## src/rtl/sccpu_dmem_pkg.sv

```systemverilog
// Shared constants for the single-cycle CPU data memory: address map, depths,
// STATUS bit layout and the address decoder.
package sccpu_dmem_pkg;

  localparam int DATA_W     = 32;
  localparam int RAM_DEPTH  = 64;
  localparam int RAM_AW     = 6;
  localparam int FIFO_DEPTH = 4;
  localparam int FIFO_AW    = 2;
  localparam int CNT_W      = 3;

  localparam logic [3:0]        RAM_TAG        = 4'h0;
  localparam logic [DATA_W-1:0] FIFO_DATA_ADDR = 32'h8000_0000;
  localparam logic [DATA_W-1:0] STATUS_ADDR    = 32'h8000_0004;
  localparam logic [DATA_W-1:0] CYCLES_ADDR    = 32'h8000_0008;

  localparam int ST_EMPTY   = 0;
  localparam int ST_FULL    = 1;
  localparam int ST_OVF     = 2;
  localparam int ST_CNT_LSB = 3;

  typedef enum logic [2:0] {
    SEL_NONE,
    SEL_RAM,
    SEL_FIFO,
    SEL_STATUS,
    SEL_CYCLES
  } sel_e;

  // Takes the word address (byte address bits 31:2), so the byte offset can never matter.
  function automatic sel_e decode(input logic [DATA_W-3:0] wa);
    if (wa[DATA_W-3 -: 4] == RAM_TAG)          return SEL_RAM;
    if (wa == FIFO_DATA_ADDR[DATA_W-1:2])      return SEL_FIFO;
    if (wa == STATUS_ADDR[DATA_W-1:2])         return SEL_STATUS;
    if (wa == CYCLES_ADDR[DATA_W-1:2])         return SEL_CYCLES;
    return SEL_NONE;
  endfunction

endpackage

```

## src/rtl/sccpu_dmem_if.sv

```systemverilog
// CPU load/store bus plus the output-FIFO stream, bundled for the data memory.
interface sccpu_dmem_if;
  import sccpu_dmem_pkg::*;

  logic [DATA_W-1:0] addr;
  logic [DATA_W-1:0] wdata;
  logic              wmem;
  logic [DATA_W-1:0] rdata;
  logic [DATA_W-1:0] out_data;
  logic              out_valid;
  logic              out_ready;

  modport master (
    output addr, wdata, wmem, out_ready,
    input  rdata, out_data, out_valid
  );

  modport slave (
    input  addr, wdata, wmem, out_ready,
    output rdata, out_data, out_valid
  );

endinterface

```

## src/rtl/sccpu_outfifo.sv

```systemverilog
// 4-entry output FIFO: registered head, no bypass, push accepted when full only
// if a pop happens on the same edge.
module sccpu_outfifo
  import sccpu_dmem_pkg::*;
(
  input  logic              clock,
  input  logic              resetn,
  input  logic              push,
  input  logic              pop,
  input  logic [DATA_W-1:0] push_data,
  output logic [DATA_W-1:0] data,
  output logic [CNT_W-1:0]  count,
  output logic              full,
  output logic              empty,
  output logic              drop
);

  logic [DATA_W-1:0]  mem [FIFO_DEPTH];
  logic [FIFO_AW-1:0] wr_ptr;
  logic [FIFO_AW-1:0] rd_ptr;
  logic               do_push;
  logic               do_pop;

  assign empty   = (count == '0);
  assign full    = (count == CNT_W'(FIFO_DEPTH));
  assign do_pop  = pop & ~empty;
  assign do_push = push & (~full | do_pop);
  assign drop    = push & full & ~do_pop;

  always_ff @(posedge clock or negedge resetn) begin
    if (!resetn) begin
      wr_ptr <= '0;
      rd_ptr <= '0;
      count  <= '0;
    end else begin
      if (do_push) wr_ptr <= wr_ptr + FIFO_AW'(1);
      if (do_pop)  rd_ptr <= rd_ptr + FIFO_AW'(1);
      case ({do_push, do_pop})
        2'b10:   count <= count + CNT_W'(1);
        2'b01:   count <= count - CNT_W'(1);
        default: count <= count;
      endcase
    end
  end

  // Storage is data only; validity comes from count, so it needs no reset.
  always_ff @(posedge clock) begin
    if (do_push) mem[wr_ptr] <= push_data;
  end

  assign data = empty ? '0 : mem[rd_ptr];

endmodule

```

## src/rtl/sccpu_dmem.sv

```systemverilog
// Data memory for a single-cycle CPU: 64-word RAM with combinational read,
// an output FIFO port, a STATUS register and a free-running cycle counter.
module sccpu_dmem
  import sccpu_dmem_pkg::*;
(
  input  logic         clock,
  input  logic         resetn,
  sccpu_dmem_if.slave  bus
);

  logic [DATA_W-3:0] wa;
  logic [1:0]        unused_byte_ofs;
  sel_e              sel;
  logic [DATA_W-1:0] ram [RAM_DEPTH];
  logic [DATA_W-1:0] cycles;
  logic              ovf;
  logic [DATA_W-1:0] status;
  logic [CNT_W-1:0]  fifo_count;
  logic              fifo_full;
  logic              fifo_empty;
  logic              fifo_drop;
  logic              fifo_push;
  logic              fifo_pop;
  logic              st_wr;
  logic              cyc_wr;

  assign wa              = bus.addr[DATA_W-1:2];
  assign unused_byte_ofs = bus.addr[1:0];
  assign sel             = decode(wa);

  assign fifo_push = bus.wmem & (sel == SEL_FIFO);
  assign st_wr     = bus.wmem & (sel == SEL_STATUS);
  assign cyc_wr    = bus.wmem & (sel == SEL_CYCLES);
  assign fifo_pop  = bus.out_valid & bus.out_ready;

  sccpu_outfifo u_fifo (
    .clock     (clock),
    .resetn    (resetn),
    .push      (fifo_push),
    .pop       (fifo_pop),
    .push_data (bus.wdata),
    .data      (bus.out_data),
    .count     (fifo_count),
    .full      (fifo_full),
    .empty     (fifo_empty),
    .drop      (fifo_drop)
  );

  assign bus.out_valid = ~fifo_empty;

  always_ff @(posedge clock) begin
    if (bus.wmem && sel == SEL_RAM) ram[wa[RAM_AW-1:0]] <= bus.wdata;
  end

  always_ff @(posedge clock or negedge resetn) begin
    if (!resetn)     cycles <= '0;
    else if (cyc_wr) cycles <= '0;
    else             cycles <= cycles + DATA_W'(1);
  end

  // A STATUS write beats a same-edge overflowing push.
  always_ff @(posedge clock or negedge resetn) begin
    if (!resetn)        ovf <= 1'b0;
    else if (st_wr)     ovf <= 1'b0;
    else if (fifo_drop) ovf <= 1'b1;
  end

  always_comb begin
    status                           = '0;
    status[ST_EMPTY]                 = fifo_empty;
    status[ST_FULL]                  = fifo_full;
    status[ST_OVF]                   = ovf;
    status[ST_CNT_LSB +: CNT_W]      = fifo_count;
  end

  always_comb begin
    bus.rdata = '0;
    case (sel)
      SEL_RAM:    bus.rdata = ram[wa[RAM_AW-1:0]];
      SEL_STATUS: bus.rdata = status;
      SEL_CYCLES: bus.rdata = cycles;
      default:    bus.rdata = '0;
    endcase
  end

endmodule

```

## src/flat_wrapper.sv

```systemverilog
// flat-port wrapper written by rule: the top's interface ports become plain ports
module sccpu_dmem_flat import sccpu_dmem_pkg::*;
  (clock, resetn, bus_addr, bus_wdata, bus_wmem, bus_out_ready, bus_rdata, bus_out_data, bus_out_valid);
  sccpu_dmem_if bus_i ();
  input  logic clock;
  input  logic resetn;
  input wire logic [$bits(bus_i.addr)-1:0] bus_addr;
  input wire logic [$bits(bus_i.wdata)-1:0] bus_wdata;
  input wire logic [$bits(bus_i.wmem)-1:0] bus_wmem;
  input wire logic [$bits(bus_i.out_ready)-1:0] bus_out_ready;
  output wire logic [$bits(bus_i.rdata)-1:0] bus_rdata;
  output wire logic [$bits(bus_i.out_data)-1:0] bus_out_data;
  output wire logic [$bits(bus_i.out_valid)-1:0] bus_out_valid;
  assign bus_i.addr = bus_addr;
  assign bus_i.wdata = bus_wdata;
  assign bus_i.wmem = bus_wmem;
  assign bus_i.out_ready = bus_out_ready;
  assign bus_rdata = bus_i.rdata;
  assign bus_out_data = bus_i.out_data;
  assign bus_out_valid = bus_i.out_valid;
  sccpu_dmem u_core (.clock(clock), .resetn(resetn), .bus(bus_i));
endmodule
```

## config.mk

```make
export PLATFORM = sky130hd
export DESIGN_NAME = sccpu_dmem_flat
export DESIGN_NICKNAME = d
export VERILOG_FILES = /design/src/rtl/sccpu_dmem_pkg.sv /design/src/rtl/sccpu_dmem_if.sv /design/src/rtl/sccpu_outfifo.sv /design/src/rtl/sccpu_dmem.sv /design/src/flat_wrapper.sv
export SDC_FILE = /design/constraint.sdc
export NUM_CORES = 2
export LEC_CHECK = 0
export BUFFER_PORTS_ARGS = -buffer_cell sky130_fd_sc_hd__buf_2
export CAP_MARGIN = 15
export CORE_ASPECT_RATIO = 0.8
export CORE_MARGIN = 2
export CORE_UTILIZATION = 45
export CTS_CLUSTER_DIAMETER = 30
export DETAILED_ROUTE_END_ITERATION = 6
export SYNTH_ARGS = -nofsm -noshare
export SYNTH_HDL_FRONTEND = slang
export SYNTH_HIERARCHICAL = 1
export SYNTH_SLANG_ARGS = --single-unit
```

## constraint.sdc

```tcl
create_clock -name clock -period 4.3 [get_ports clock]
set_clock_uncertainty 0.1 [all_clocks]
set_input_delay 0 -clock clock [delete_from_list [all_inputs] [get_ports clock]]
set_output_delay 0 -clock clock [all_outputs]
set_load 0.02 [all_outputs]
```

==> run metrics <==
setup repair after global routing missed its margin=no; pre-CTS setup slack=~0.74 ns; drt wl/cell=about 35 um; # port buffers=130; post-synthesis cell area=0.08609 mm^2; vias in the first global route=~49000; number of slew-limit violations in the final report=0; LEAKAGE=roughly 35 nW; Fmax achieved=0.2384 GHz; detailed-route DRC error count=11; filler cell count=14650; Power Dens Cells=roughly 540 mW/mm^2; clock input transition at the sequential cells of the worst setup and hold paths=around 0.050 ns; TritonCTS Buffers=~360; kind of critical path=register to output port; post-route cell area=around 0.10 mm^2; total clock sinks=2216; Gate Count Post-Synth=about 4800; share of the core filled with cells in the final layout=between 50% and 60%; share of total power consumed by net switching=a little under a quarter; placer congestion estimate=~1.0; critical path required time=approximately 4.2 ns; pin slew with the least headroom to its limit=approximately 1.2 ns; Worst Setup Start Kind=register; status=complete, but fails checks; count of warnings emitted by yosys=6; setup repair bufs after CTS=0; Pre-antenna DRT Iters=7; maximum count of clock buffers along a single path=4; H-tree lvl count=5; min cycle time layout=approximately 4.2 ns; internal power of the cells=about 43 mW; number of antenna violations at the first check in global routing=20; DIE AREA=0.1949 mm^2; register area=between 0.06 and 0.07 mm^2; CTS tree=done; Boundary Pins=about 130; adder-cell share of the synthesized area=less than 1%; Root Driver=clkbuf_16; dpl hpwl=roughly 170000 um; Async SR Flop Fraction=1.805%; number of flip-flops and latches in the synthesized netlist=between 2000 and 2500; total negative slack=0 ns; sequential fraction of design power=a little over two fifths; mean area per synthesized cell=~18 um^2; Multi-input gate area=0.01853 mm^2; Worst setup EP type=output port; fraction of layout instances using a drive strength above 1=26.14%; Final Setup Violations=0; wire length of the first global-routing pass=a little under 400000 um; final net count=between 5000 and 6000; Min Hold Slack=between 0.04 and 0.05 ns; core region area=between 0.15 and 0.2 mm^2; failing checks=design-rule violations; fin cells=slightly above 8000; overall fraction of global-route tracks in use=~29%; top flip-flop cell by instance count after synthesis=edfxtp_1; pin count of the biggest net entering global routing=just under 90; synth unique cells=78; combinational family with the most area after synthesis=compound AO/OA/AOI/OAI gates; simple-gate area share of the yosys netlist=2.974%; effective utilization at floorplan=a little under half; number of enable flip-flop cells after synthesis=approximately 2200; Max-Cap Viols=0; number of nets in the synthesized netlist=4868; Max-slew headroom=between 10% and 20%; worst path arrival time=about 4.1 ns; net switching power figure=13.07 mW; sequential fraction of the synthesis area=between 70% and 80%; least setup slack across all paths after layout=about 0.11 ns; DR iter-0 viols=8415; number of placement rows=143; Final Cycle Share=between 90% and 100%; DRT Wirelength=about 290000 um; post-synthesis share of cell area spent on xor and xnor gates=less than 1%; critical path peak fanout=1; overall power consumption=between 50 and 60 mW; routed via count=around 52000; Placed Instances=7500; area post-placement=roughly 0.092 mm^2; Clock power frac=roughly half; Compound-Gate Fraction of Synth Area=9.214%; highest ir drop seen on vdd=0.0004281 V; Hold Path Class=input pin to register; part of the power in combinational logic=under 10%; ratio of routed vias to standard cells=about 6.4; fraction of synthesized area in multiplexers=approximately 8%; source-to-sink clock delay at the later pin of the worst-skew pair=~0.94 ns; global-route congestion overflow total=0; height of the chip=between 300 and 400 um; Area growth syn-to-layout=21.64%; Die X-Extent=about 490 um; antenna viol nets, final=0; Hold Fails Final Rpt=0
==> flip-flops by register name (all words and copies together) (netlist names) <==
| name | cells |
|---|---|
| u_core/ram | 2048 |
| u_core/u_fifo/mem | 128 |
| u_core/cycles | 32 |
| u_core/u_fifo/count | 3 |
| u_core/u_fifo/rd_ptr | 2 |
| u_core/u_fifo/wr_ptr | 2 |
| u_core/ovf | 1 |
==> per-layer routing <==
metal  vias up  part of all wire [%]  track usage, %
met5         -                 0.080               0
met4         6                   4.0           11.05
met3       563                    13           8.621
met2      3472                    43           41.58
met1     27170                    40           41.91
li1      21100                     -               -
==> cell usage after synthesis, types with 8 or more instances <==
library cell  instances  area [um^2]
and2_1               44        275.3
nand4_1              13        81.33
a221oi_2              8        120.1
o21ai_0             146        730.7
o22a_1               24        210.2
a21oi_1              81        405.4
mux4_2               82         1847
nor2_1              247        927.1
buf_2               126        630.6
nand3_1              41        205.2
a22oi_1             137         1028
buf_6                25        281.5
mux2_2              196         2207
a221oi_1            335         2934
and3_1               11        68.82
inv_1                10        37.54
o211ai_1              9        67.56
buf_4                38        285.3
buf_1                38        142.6
nor2b_1              10        62.56
xnor2_1              10        87.58
a221o_1              28        280.3
edfxtp_1           2176        65340
nor3_1               16        80.08
xor2_1               21        183.9
mux4_1                8        210.2
nand2_1             137        514.2
dfrtp_1              40         1001
mux2i_1             278         2783
o221ai_1             13        113.9
clkbuf_1            108        405.4
a31oi_1              13        81.33
a22o_1               60        525.5
o22ai_1             154        963.4
nor4_1               11        68.82
==> power by group through the flow <==
stage,clock [mW],sequential (mW),combinational (mW)
2_1_floorplan,0,24.2,2.10
3_3_place_gp,0,24.3,3.85
3_5_place_dp,0,24.3,3.89
4_1_cts,28.4,23.9,3.93
5_1_grt,29.4,23.8,4.14
6_report,28.2,23.8,4.00
==> path summary, 6_finish.rpt <==
kind	end	cells after the start	start	slack (ns)
max in group asynchronous	u_core/u_fifo/rd_ptr[0]$_DFFE_PN0N_	5	resetn	3.32
min	u_core/ram[8][11]$_DFFE_PP_	2	bus_wdata[11]	0.04
max reg2reg	u_core/u_fifo/mem[1][20]$_DFFE_PP_	9	u_core/u_fifo/count[2]$_DFFE_PN0P_	1.28
max	bus_rdata[30]	7	u_core/ram[15][30]$_DFFE_PP_	0.11
min reg2reg	u_core/cycles[0]$_DFF_PN0_	1	u_core/cycles[0]$_DFF_PN0_	0.44
min in group asynchronous	u_core/cycles[22]$_DFF_PN0_	5	resetn	0.53
==> layout by cell type (no fill, tap or decap), types with 13 or more instances in the layout <==
master	Yosys	final
clkinvlp_4	0	42
a22o_1	60	60
a221oi_1	335	335
inv_6	0	43
nand4_1	13	13
xor2_1	21	21
dfrtp_1	40	39
bufinv_16	0	40
a22oi_1	137	137
o221ai_1	13	13
buf_2	126	127
o22a_1	24	24
nor2_1	247	179
a21oi_1	81	81
clkinv_4	0	38
nor2_4	0	67
edfxtp_1	2176	2176
o21ai_0	146	145
o22ai_1	154	154
dlygate4sd3_1	0	44
nand3_1	41	40
a221o_1	28	28
mux4_2	82	82
and2_1	44	39
mux2_2	196	196
nand2_1	137	136
clkbuf_16	0	360
buf_4	38	316
clkinv_1	1	31
clkbuf_1	108	31
nor3_1	16	15
buf_12	0	61
clkinv_2	0	29
mux2i_1	278	278
==> cell type report <==
cell class                      count  area share, %
Antenna cell                       11        0.02629
Sequential cell                  2216          63.36
Timing Repair Buffer              554          4.524
Tap cell                         2537          3.031
Clock inverter                    238          2.578
Inverter                           13        0.05855
Multi-Input combinational cell   2229          17.70
Clock buffer                      392          8.727
==> what timing repair did <==
action                                  in CTS  in global routing
hold buffers                                45                  0
hold endpoints to repair                  2042                  0
resized for setup                            0                  1
endpoints found under the setup margin       0                128
==> worst max-delay path, stage by stage (launching register included) <==
cell and delay (ns):
edfxtp_1 0.40, a221oi_1 0.36, nor2_1 0.07, o21ai_0 0.46
o221ai_1 0.56, nor4_1 0.76, o21ai_0 0.30, buf_2 0.24
==> cells by family (layout without fill, tap and decap cells) <==
group,Yosys count,after routing
flops,2216,2216
buf+inv,349,1197
compound gates,1059,1059
xor+xnor,31,31
fa+ha+maj,6,6
simple gates,566,566
mux,567,567
other cells,0,11
Power figures use the tool's default switching activity.
